--- src/rtl/fsgn_arbiter.sv ---
// Two-requester arbiter in front of a single-precision sign-injection unit.
// One accepted operation per cycle lands in a single result register drained by res_ready.
module fsgn_arbiter #(
    parameter int FAIR = 1
) (
    input  logic        clk,
    input  logic        rstn,

    input  logic        req0_valid,
    output logic        req0_ready,
    input  logic [2:0]  req0_op,
    input  logic [31:0] req0_x1,
    input  logic [31:0] req0_x2,

    input  logic        req1_valid,
    output logic        req1_ready,
    input  logic [2:0]  req1_op,
    input  logic [31:0] req1_x1,
    input  logic [31:0] req1_x2,

    output logic        res_valid,
    input  logic        res_ready,
    output logic [31:0] res_y,
    output logic        res_id,
    output logic        res_err,
    output logic [15:0] done_cnt
);

    typedef enum logic [2:0] {
        OP_SGNJ  = 3'd0,
        OP_SGNJN = 3'd1,
        OP_SGNJX = 3'd2,
        OP_NEG   = 3'd3,
        OP_ABS   = 3'd4
    } op_e;

    typedef enum logic {
        PRIO_REQ0 = 1'b0,
        PRIO_REQ1 = 1'b1
    } prio_e;

    logic        res_valid_q, res_valid_d;
    logic [31:0] res_y_q,     res_y_d;
    logic        res_id_q,    res_id_d;
    logic        res_err_q,   res_err_d;
    logic [15:0] done_cnt_q,  done_cnt_d;
    prio_e       prio_q,      prio_d;

    logic        can_accept;
    logic        gnt0;
    logic        gnt1;
    logic        accept;
    logic        consume;

    logic        sel;
    logic [2:0]  sel_op;
    logic [31:0] sel_x1;
    logic [31:0] sel_x2;
    logic        fn_sign;
    logic        fn_err;
    logic [31:0] fn_y;

    // Grant depends only on valids, priority pointer and result-register space.
    always_comb begin
        can_accept = ~res_valid_q | res_ready;
        gnt0       = 1'b0;
        gnt1       = 1'b0;
        if (req0_valid && req1_valid) begin
            if ((FAIR != 0) && (prio_q == PRIO_REQ1)) begin
                gnt1 = 1'b1;
            end else begin
                gnt0 = 1'b1;
            end
        end else begin
            gnt0 = req0_valid;
            gnt1 = req1_valid;
        end
    end

    // Gating with rstn keeps both readys low for the whole reset, not just after an edge.
    assign req0_ready = rstn & can_accept & gnt0;
    assign req1_ready = rstn & can_accept & gnt1;

    assign accept  = req0_ready | req1_ready;
    assign consume = res_valid_q & res_ready;

    always_comb begin
        sel    = req1_ready;
        sel_op = sel ? req1_op : req0_op;
        sel_x1 = sel ? req1_x1 : req0_x1;
        sel_x2 = sel ? req1_x2 : req0_x2;
    end

    always_comb begin
        fn_sign = sel_x1[31];
        fn_err  = 1'b0;
        case (sel_op)
            OP_SGNJ:  fn_sign = sel_x2[31];
            OP_SGNJN: fn_sign = ~sel_x2[31];
            OP_SGNJX: fn_sign = sel_x1[31] ^ sel_x2[31];
            OP_NEG:   fn_sign = ~sel_x1[31];
            OP_ABS:   fn_sign = 1'b0;
            default: begin
                fn_sign = sel_x1[31];
                fn_err  = 1'b1;
            end
        endcase
        fn_y = {fn_sign, sel_x1[30:0]};
    end

    always_comb begin
        res_valid_d = res_valid_q;
        res_y_d     = res_y_q;
        res_id_d    = res_id_q;
        res_err_d   = res_err_q;
        done_cnt_d  = done_cnt_q;
        prio_d      = prio_q;

        if (consume) begin
            res_valid_d = 1'b0;
            done_cnt_d  = done_cnt_q + 16'd1;
        end

        // An accept on the same edge as a consume refills the register without a bubble.
        if (accept) begin
            res_valid_d = 1'b1;
            res_y_d     = fn_y;
            res_id_d    = sel;
            res_err_d   = fn_err;
            if ((FAIR != 0) && (prio_e'(sel) == prio_q)) begin
                prio_d = (prio_q == PRIO_REQ0) ? PRIO_REQ1 : PRIO_REQ0;
            end
        end
    end

    always_ff @(posedge clk or negedge rstn) begin
        if (!rstn) begin
            res_valid_q <= 1'b0;
            res_y_q     <= '0;
            res_id_q    <= 1'b0;
            res_err_q   <= 1'b0;
            done_cnt_q  <= '0;
            prio_q      <= PRIO_REQ0;
        end else begin
            res_valid_q <= res_valid_d;
            res_y_q     <= res_y_d;
            res_id_q    <= res_id_d;
            res_err_q   <= res_err_d;
            done_cnt_q  <= done_cnt_d;
            prio_q      <= prio_d;
        end
    end

    assign res_valid = res_valid_q;
    assign res_y     = res_y_q;
    assign res_id    = res_id_q;
    assign res_err   = res_err_q;
    assign done_cnt  = done_cnt_q;

endmodule

--- config.mk ---
export PLATFORM = sky130hd
export DESIGN_NAME = fsgn_arbiter
export DESIGN_NICKNAME = d
export VERILOG_FILES = /design/src/rtl/fsgn_arbiter.sv
export SDC_FILE = /design/constraint.sdc
export NUM_CORES = 1
export LEC_CHECK = 0
export CAP_MARGIN = 30
export CELL_PAD_IN_SITES_DETAIL_PLACEMENT = 1
export CELL_PAD_IN_SITES_GLOBAL_PLACEMENT = 2
export CORE_MARGIN = 2
export CORE_UTILIZATION = 18
export DETAILED_ROUTE_END_ITERATION = 7
export PLACE_DENSITY_LB_ADDON = 0.1
export SKIP_CTS_REPAIR_TIMING = 1
export SYNTH_ARGS = -nofsm -noshare
export SYNTH_HDL_FRONTEND = slang
export SYNTH_SLANG_ARGS = --single-unit
--- constraint.sdc ---
create_clock -name clk -period 1.7 [get_ports clk]
set_input_delay 0.34 -clock clk [delete_from_list [all_inputs] [get_ports clk]]
set_output_delay 0.34 -clock clk [all_outputs]
set_load 0.01 [all_outputs]
After elaboration in Yosys (flattened, before gate mapping) --
Index checks and enable logic that the tools add are counted.
Storage, ports and cells: register bits after elaboration 52, input bits 139, output and inout port bits 53, logic and storage cells 38
Operators by class: $add $sub $neg 1, equality and inequality tests 5, muxes and demuxes 11, bitwise operators 10, reduce and logical (&&, ||, !) cells 5
Operators with widths (number):
- $mux 32 | 2
- $add 16x1->16 const B | 1
- $mux 1 | 7
- $eq 3x2->1 const B | 2
- $pmux 1 s5 | 1
- $reduce_or 5->1 | 1
- $and 1x1->1 | 4
- $eq 3x1->1 const B | 1
- $eq 3x3->1 const B | 1
- $logic_not 3->1 | 1
- $mux 3 | 1
- $not 1->1 | 3
- $or 1x1->1 | 2
- $reduce_and 2->1 | 1
- $reduce_bool 2->1 | 1
- $eq 1x1->1 | 1
- $logic_and 1x1->1 | 1
- $xor 1x1->1 | 1

Depth between registers and ports, before layout --
Gate-level depths: netlist (run 1).
word-level depth 8, gate-level depth with buffers 6, mapped depth without buffers 5

Least setup slack after synthesis (run 1) --
Ideal clock, no wire load.
kind flip-flop to flip-flop, start register res_valid_q, in the netlist res_valid, end register res_y_q[31], in the netlist res_y[31], library setup time 0.126 ns, arrival time 1.275 ns, slack 0.298 ns, stages on the path, launching flop included 6, path buffers 1, clock period less this slack 1.402 ns, path through dfrtp_1 nand2b_2 o2111ai_1 buf_6 and4_4 o32a_1
On the way: longest elaborated chain between the ends 7, elaborated cells on any way between the ends 18
Ends and longest elaborated chain:
- start: declaration | RTL line 42 | logic res_valid_q, res_valid_d;
- start signal: assignment | RTL line 145 | res_valid_q <= res_valid_d;
- $not 1->1 (*) | RTL line 65 | can_accept = ~res_valid_q | res_ready;
- $or 1x1->1 (*) | RTL line 65
- $and 1x1->1 (*) | RTL line 81, 82
- $and 1x1->1 | RTL line 82 | assign req1_ready = rstn & can_accept & gnt1;
- $mux 3 (tied with other cells) | RTL line 89 | sel_op = sel ? req1_op : req0_op;
- $eq 3x3->1 (tied with other cells) | RTL line 97 | case (sel_op)
- $pmux 1 s5 | RTL line 97
- end signal: assignment | RTL line 146 | res_y_q <= res_y_d;
- end: declaration | RTL line 43 | logic [31:0] res_y_q, res_y_d;
Every way passes the cells marked *; elsewhere a longest branch is shown, timed or not. A chain may end at the register's enable or synchronous reset.

Final worst setup path (run 1) --
start register done_cnt_q[10], in the netlist done_cnt[10], end output done_cnt[10]
RTL lines:
- start: declaration | RTL line 46 | logic [15:0] done_cnt_q, done_cnt_d;
- start signal: assignment | RTL line 149 | done_cnt_q <= done_cnt_d;
- end: declaration | RTL line 26 | output logic [15:0] done_cnt
No word-level cell between the ends.

==> flow_metrics.py, run 1 <==
metrics = {
    "logic_synthesis": {
        "netlist_area_sq_um": 2501,
        "syn-instance-count": 233,
        "ys_types": 38,
        "synth_ff_type": "dfrtp_1",
        "synth_top_cell_by_area": "dfrtp_1",
        "synth-edff-count": 0,
        "yosys-top-cells-count": "52 x dfrtp_1, 36 x a21oi_1, 35 x nor2_1",
        "synth_seq_cells": 52,
        "synthArstFlopShare": 1.000,
        "synthesis.nets": 373,
        "synth_most_common_cell": "dfrtp_1",
        "synth_warnings": 0,
        "ys_seq_area_frac": 0.5203,
        "synthTopCellsByArea": "dfrtp_1 52%, mux2i_1 13%, a21oi_1 7.2%, nor2_1 5.3%, xnor2_1 4.6%",
        "syn_avg_cell_area_sq_um": 10.73,
        "synth_top_area_share": 0.5203,
    },
    "critical_path": {
        "slowest_stage": "clkdlybuf4s50_1",
        "crit_chain": "clkdlybuf4s50_1",
        "cp.required_ps": 1360,
        "start_kind": "flop",
        "cpPeakStageDelay_ps": 570,
        "path_class": "flop to primary output",
        "cp-end-kind": "primary output",
        "path_max_fanout": 5,
        "critPathArrivalTime_ps": 1290,
        "cp_num_buf_inv": 1,
        "critPathTopFamily": "buffers and inverters",
    },
    "clock_network": {
        "clock-sinks": 52,
        "cts_tree": "built",
        "cts_buffers": 5,
        "h-tree-depth": 2,
        "cts_buffer_depth": 2,
        "clk_latency_ps": 290,
        "root_buffer": "clkbuf_16",
        "path_clk_slew_ps": 70,
    },
    "routing": {
        "vias": 2259,
        "drt-initial-drc-count": 89,
        "wire_per_inst_um": 13.63,
        "antenna_left": 0,
        "routed_wl_um": 7621,
        "avgViaCountPerCell": 4.041,
        "drtPass1Iterations": 4,
        "drc": 0,
    },
    "floorplan": {
        "die_w_um": 121.9,
        "die_area_sq_um": 14850,
        "die_y_um": 121.9,
        "start_util": 0.1823,
        "num_io_pins": 192,
        "rows": 43,
        "core_area_sq_um": 13720,
    },
    "power": {
        "p_per_area_nw_per_um2": 952.4,
        "ir_worst_vdd_mv": 0.3822,
        "total_leakage_power_nw": 1.934,
    },
    "timing": {
        "clock-skew-final_ps": 5.138,
        "fmax_mhz": 613.6,
        "tightest_slew_ps": 525.9,
        "finalCriticalPeriod_ps": 1630,
        "tns_ps": 0,
        "maxSlewHeadroom": 0.6494,
        "setup_viol": 0,
        "rsz0062_at_grt": "false",
        "maxSlewViolCount": 0,
        "finalCritPeriodShare": 0.9587,
        "holdWs_ps": 140.1,
        "hold_viol": 0,
    },
    "grt": {
        "track_usage": 0.1049,
        "grt-ovfl-total": 0,
        "grt_pass1_wl_um": 11990,
        "grt_pass1_vias": 2339,
        "grt_max_degree": 44,
        "grt_antenna_before_repair": 0,
    },
    "min_path": {
        "hp-class": "input port to async pin",
    },
    "finish": {
        "n_antenna_cell": 0,
        "post-route-util": 0.3149,
        "drive_gt1_frac": 0.1082,
        "nets": 518,
        "syn_to_final_growth_pct": 72.74,
    },
    "job": {
        "cap_violations": 0,
    },
    "placement": {
        "portBuffers": 129,
        "globalplace.congestion": 0.7154,
        "dp_hpwl_um": 5880,
    },
    "run_status": {
        "outcome": "complete, no violations",
    },
}
## cells by family (layout without fill, tap and decap cells)
| family | count (synthesis) | in the layout | share of synthesized area |
|---|---|---|---|
| AOI/OAI and AO/OA | 48 | 48 | 0.1076 |
| DFF | 52 | 52 | 0.5203 |
| xor gates and xnor gates | 15 | 15 | 0.05253 |
| buffers and inverters | 14 | 160 | 0.04002 |
| adders and majority gates | 2 | 2 | 0.009004 |
| muxes | 34 | 34 | 0.1366 |
| and+or+nand+nor | 68 | 68 | 0.1341 |
## cell usage in the layout (no fill, tap or decap), drive strengths merged, types with 2 or more instances in the layout
master         Yosys  layout
clkbuf             3       6
o21ai              3       3
dlymetal6s2s       0       4
o21a               2       2
inv                2       3
xor2               2       2
a21oi             36      36
buf                9      24
dfrtp             52      52
xnor2             13      13
nand2              7       7
nor2              35      35
mux2i             33      33
nand4              3       3
and3               4       4
and4               3       3
nand2b             2       2
clkdlybuf4s50      0     122
nand3              7       7
## registers in the layout, indices dropped and copies added (netlist names)
name,cells
res_y,32
res_valid,1
done_cnt,16
res_err,1
res_id,1
prio_q,1
## area by class of cell
cell class,instances,area (sq um)
Fill cell,1594,9399
Timing Repair Buffer,150,1488
Sequential cell,52,1304
Multi-Input combinational cell,167,1129
Tap cell,180,225.2
Clock buffer,6,128.9
Clock inverter,2,38.79
Inverter,2,7.507
## routing by layer
layer / track usage / share of wire / up-vias
li1: - / - / 1102
met1: 0.1318 / 0.44 / 1073
met2: 0.1624 / 0.45 / 78
met3: 0.04307 / 0.096 / 6
met4: 0.03664 / 0.014 / 0
met5: 0 / 0 / -
## power breakdown
part	total, mW	internal, mW	switching (mW)
sequential	1.64	1.46	0.176
clock	1.19	0.702	0.485
combinational	1.29	0.780	0.510
## through the flow
step,cell area (sq um),setup WS [ps],power [mW],instances
global route,4320,3.557,4.388,559
finish,4320,70.24,4.115,559
detailed placement,4113,-566.0,2.967,550
CTS,4280,-575.5,4.196,558
global placement,4113,-580.3,2.952,550
floorplan,2501,298.5,2.132,233
## path summary, 6_finish.rpt
check	startpoint	to	slack, ps	cells after the start
max in group asynchronous	rstn	done_cnt[3]	1170	2
hold reg to reg	done_cnt[15]	done_cnt[15]	470	1
min in group clk	done_cnt[15]	done_cnt[15]	470	1
setup reg to reg	res_valid	res_y[31]	130	6
hold / removal	rstn	res_y[12]	140	3
setup / recovery	done_cnt[10]	done_cnt[10]	70	1
Note: power is estimated with default switching activity, not from simulation.
==> run 2, diff against run 1 <==
--- a/config.mk
+++ b/config.mk
@@ -11,7 +11,7 @@
 export CORE_MARGIN = 2
 export CORE_UTILIZATION = 18
 export DETAILED_ROUTE_END_ITERATION = 7
-export PLACE_DENSITY_LB_ADDON = 0.1
+export PLACE_DENSITY = 0.77
 export SKIP_CTS_REPAIR_TIMING = 1
 export SYNTH_ARGS = -nofsm -noshare
 export SYNTH_HDL_FRONTEND = slang
==> flow_metrics.py, run 2 (synthesis gave the netlist of run 1 again) <==
metrics = {
    "clock_network": {
        "path_clk_slew_ps": 80,
        "h-tree-depth": 2,
        "cts_tree": "built",
        "cts_buffers": 5,
        "clk_latency_ps": 300,
        "clock-sinks": 52,
        "root_buffer": "clkbuf_16",
        "cts_buffer_depth": 2,
    },
    "critical_path": {
        "crit_start": "done_cnt[0]",
        "critPathArrivalTime_ps": 1300,
        "cp-end-kind": "primary output",
        "cp.required_ps": 1360,
        "reg2reg_setup_slack_ps": 230,
        "r2r_cells": 6,
        "start_kind": "flop",
        "reg2reg_from": "res_valid",
        "path_depth": 1,
        "path_class": "flop to primary output",
        "crit_chain": "clkdlybuf4s50_1",
        "cpPeakStageDelay_ps": 560,
        "slowest_stage": "clkdlybuf4s50_1",
        "cp_num_buf_inv": 1,
        "path_max_fanout": 4,
        "critPathTopFamily": "buffers and inverters",
    },
    "timing": {
        "fmax_mhz": 611.2,
        "maxSlewViolCount": 0,
        "tns_ps": 0,
        "hold_viol": 0,
        "tightest_slew_ps": 502.3,
        "finalCriticalPeriod_ps": 1636,
        "finalCritPeriodShare": 0.9625,
        "holdWs_ps": 123.4,
        "maxSlewHeadroom": 0.6651,
        "fin_ws_ps": 63.76,
        "setup_viol": 0,
        "clock-skew-final_ps": 6.537,
    },
    "routing": {
        "routed_wl_um": 8019,
        "drc": 0,
        "wl_met1_um": 3242,
        "met2_length_um": 3993,
        "antenna_left": 0,
        "wire_per_inst_um": 14.35,
        "drtPass1Iterations": 6,
        "vias": 2329,
        "drt-initial-drc-count": 73,
        "avgViaCountPerCell": 4.166,
        "wl_met3_um": 698,
        "routed.top_layer": "met4",
    },
    "power": {
        "power_mw": 4.046,
        "total_leakage_power_nw": 1.920,
        "p_per_area_nw_per_um2": 939.7,
        "ir_worst_vdd_mv": 0.3491,
    },
    "floorplan": {
        "core_area_sq_um": 13720,
        "die_w_um": 121.9,
        "die_area_sq_um": 14850,
        "start_util": 0.1823,
        "die_y_um": 121.9,
        "num_io_pins": 192,
        "rows": 43,
    },
    "min_path": {
        "hp-class": "input port to async pin",
    },
    "finish": {
        "drive_gt1_frac": 0.1187,
        "nets": 518,
        "finalNonFillerCells": 559,
        "n_antenna_cell": 0,
        "largest_register_ffs": 32,
        "post-route-util": 0.3138,
        "mostFrequentLayoutCells": "122 x clkdlybuf4s50_1, 49 x dfrtp_1, 35 x nor2_1, 35 x a21oi_1, 33 x mux2i_1",
        "layout_commonest_cell": "clkdlybuf4s50_1",
        "stdcell_area_sq_um": 4305,
        "syn_to_final_growth_pct": 72.14,
    },
    "grt": {
        "grt-ovfl-total": 0,
        "grt_max_degree": 37,
        "grt_pass1_wl_um": 12340,
        "grt_pass1_vias": 2512,
        "grt_antenna_before_repair": 0,
        "track_usage": 0.1079,
    },
    "placement": {
        "dp_hpwl_um": 6100,
        "placed_area_sq_um": 4083,
        "globalplace.congestion": 0.6691,
        "dp.cells": 546,
        "pre_cts_ws_ps": -676.4,
        "portBuffers": 129,
    },
    "run_status": {
        "outcome": "complete, no violations",
    },
    "job": {
        "cap_violations": 0,
    },
}
-- run 2: layout make-up --
class | instances | area (sq um)
fill | 1573 | 9414
timing repair buffer | 150 | 1484
sequential | 52 | 1305
multi-input combinational | 167 | 1131
tap | 180 | 225.2
clock buffer | 5 | 125.1
clock inverter | 3 | 27.53
inverter | 2 | 7.507
-- run 2: power breakdown --
group	internal (mW)	total [mW]	switching [mW]
sequential	1.46	1.65	0.186
combinational	0.787	1.31	0.525
clock	0.561	1.09	0.525
total	2.81	4.05	1.24
-- run 2: path summary, 6_finish.rpt --
path                                 to
hold reg to reg            done_cnt[15]
hold / removal             done_cnt[13]
setup / recovery            done_cnt[0]
max in group asynchronous   done_cnt[3]
setup reg to reg              res_y[11]
min in group clk            done_cnt[2]
-- run 2: routing by layer --
layer,up-vias,GRT usage
li1,1111,-
met1,1138,0.1188
met2,74,0.1889
met3,6,0.04682
met4,0,0.03017
met5,-,0
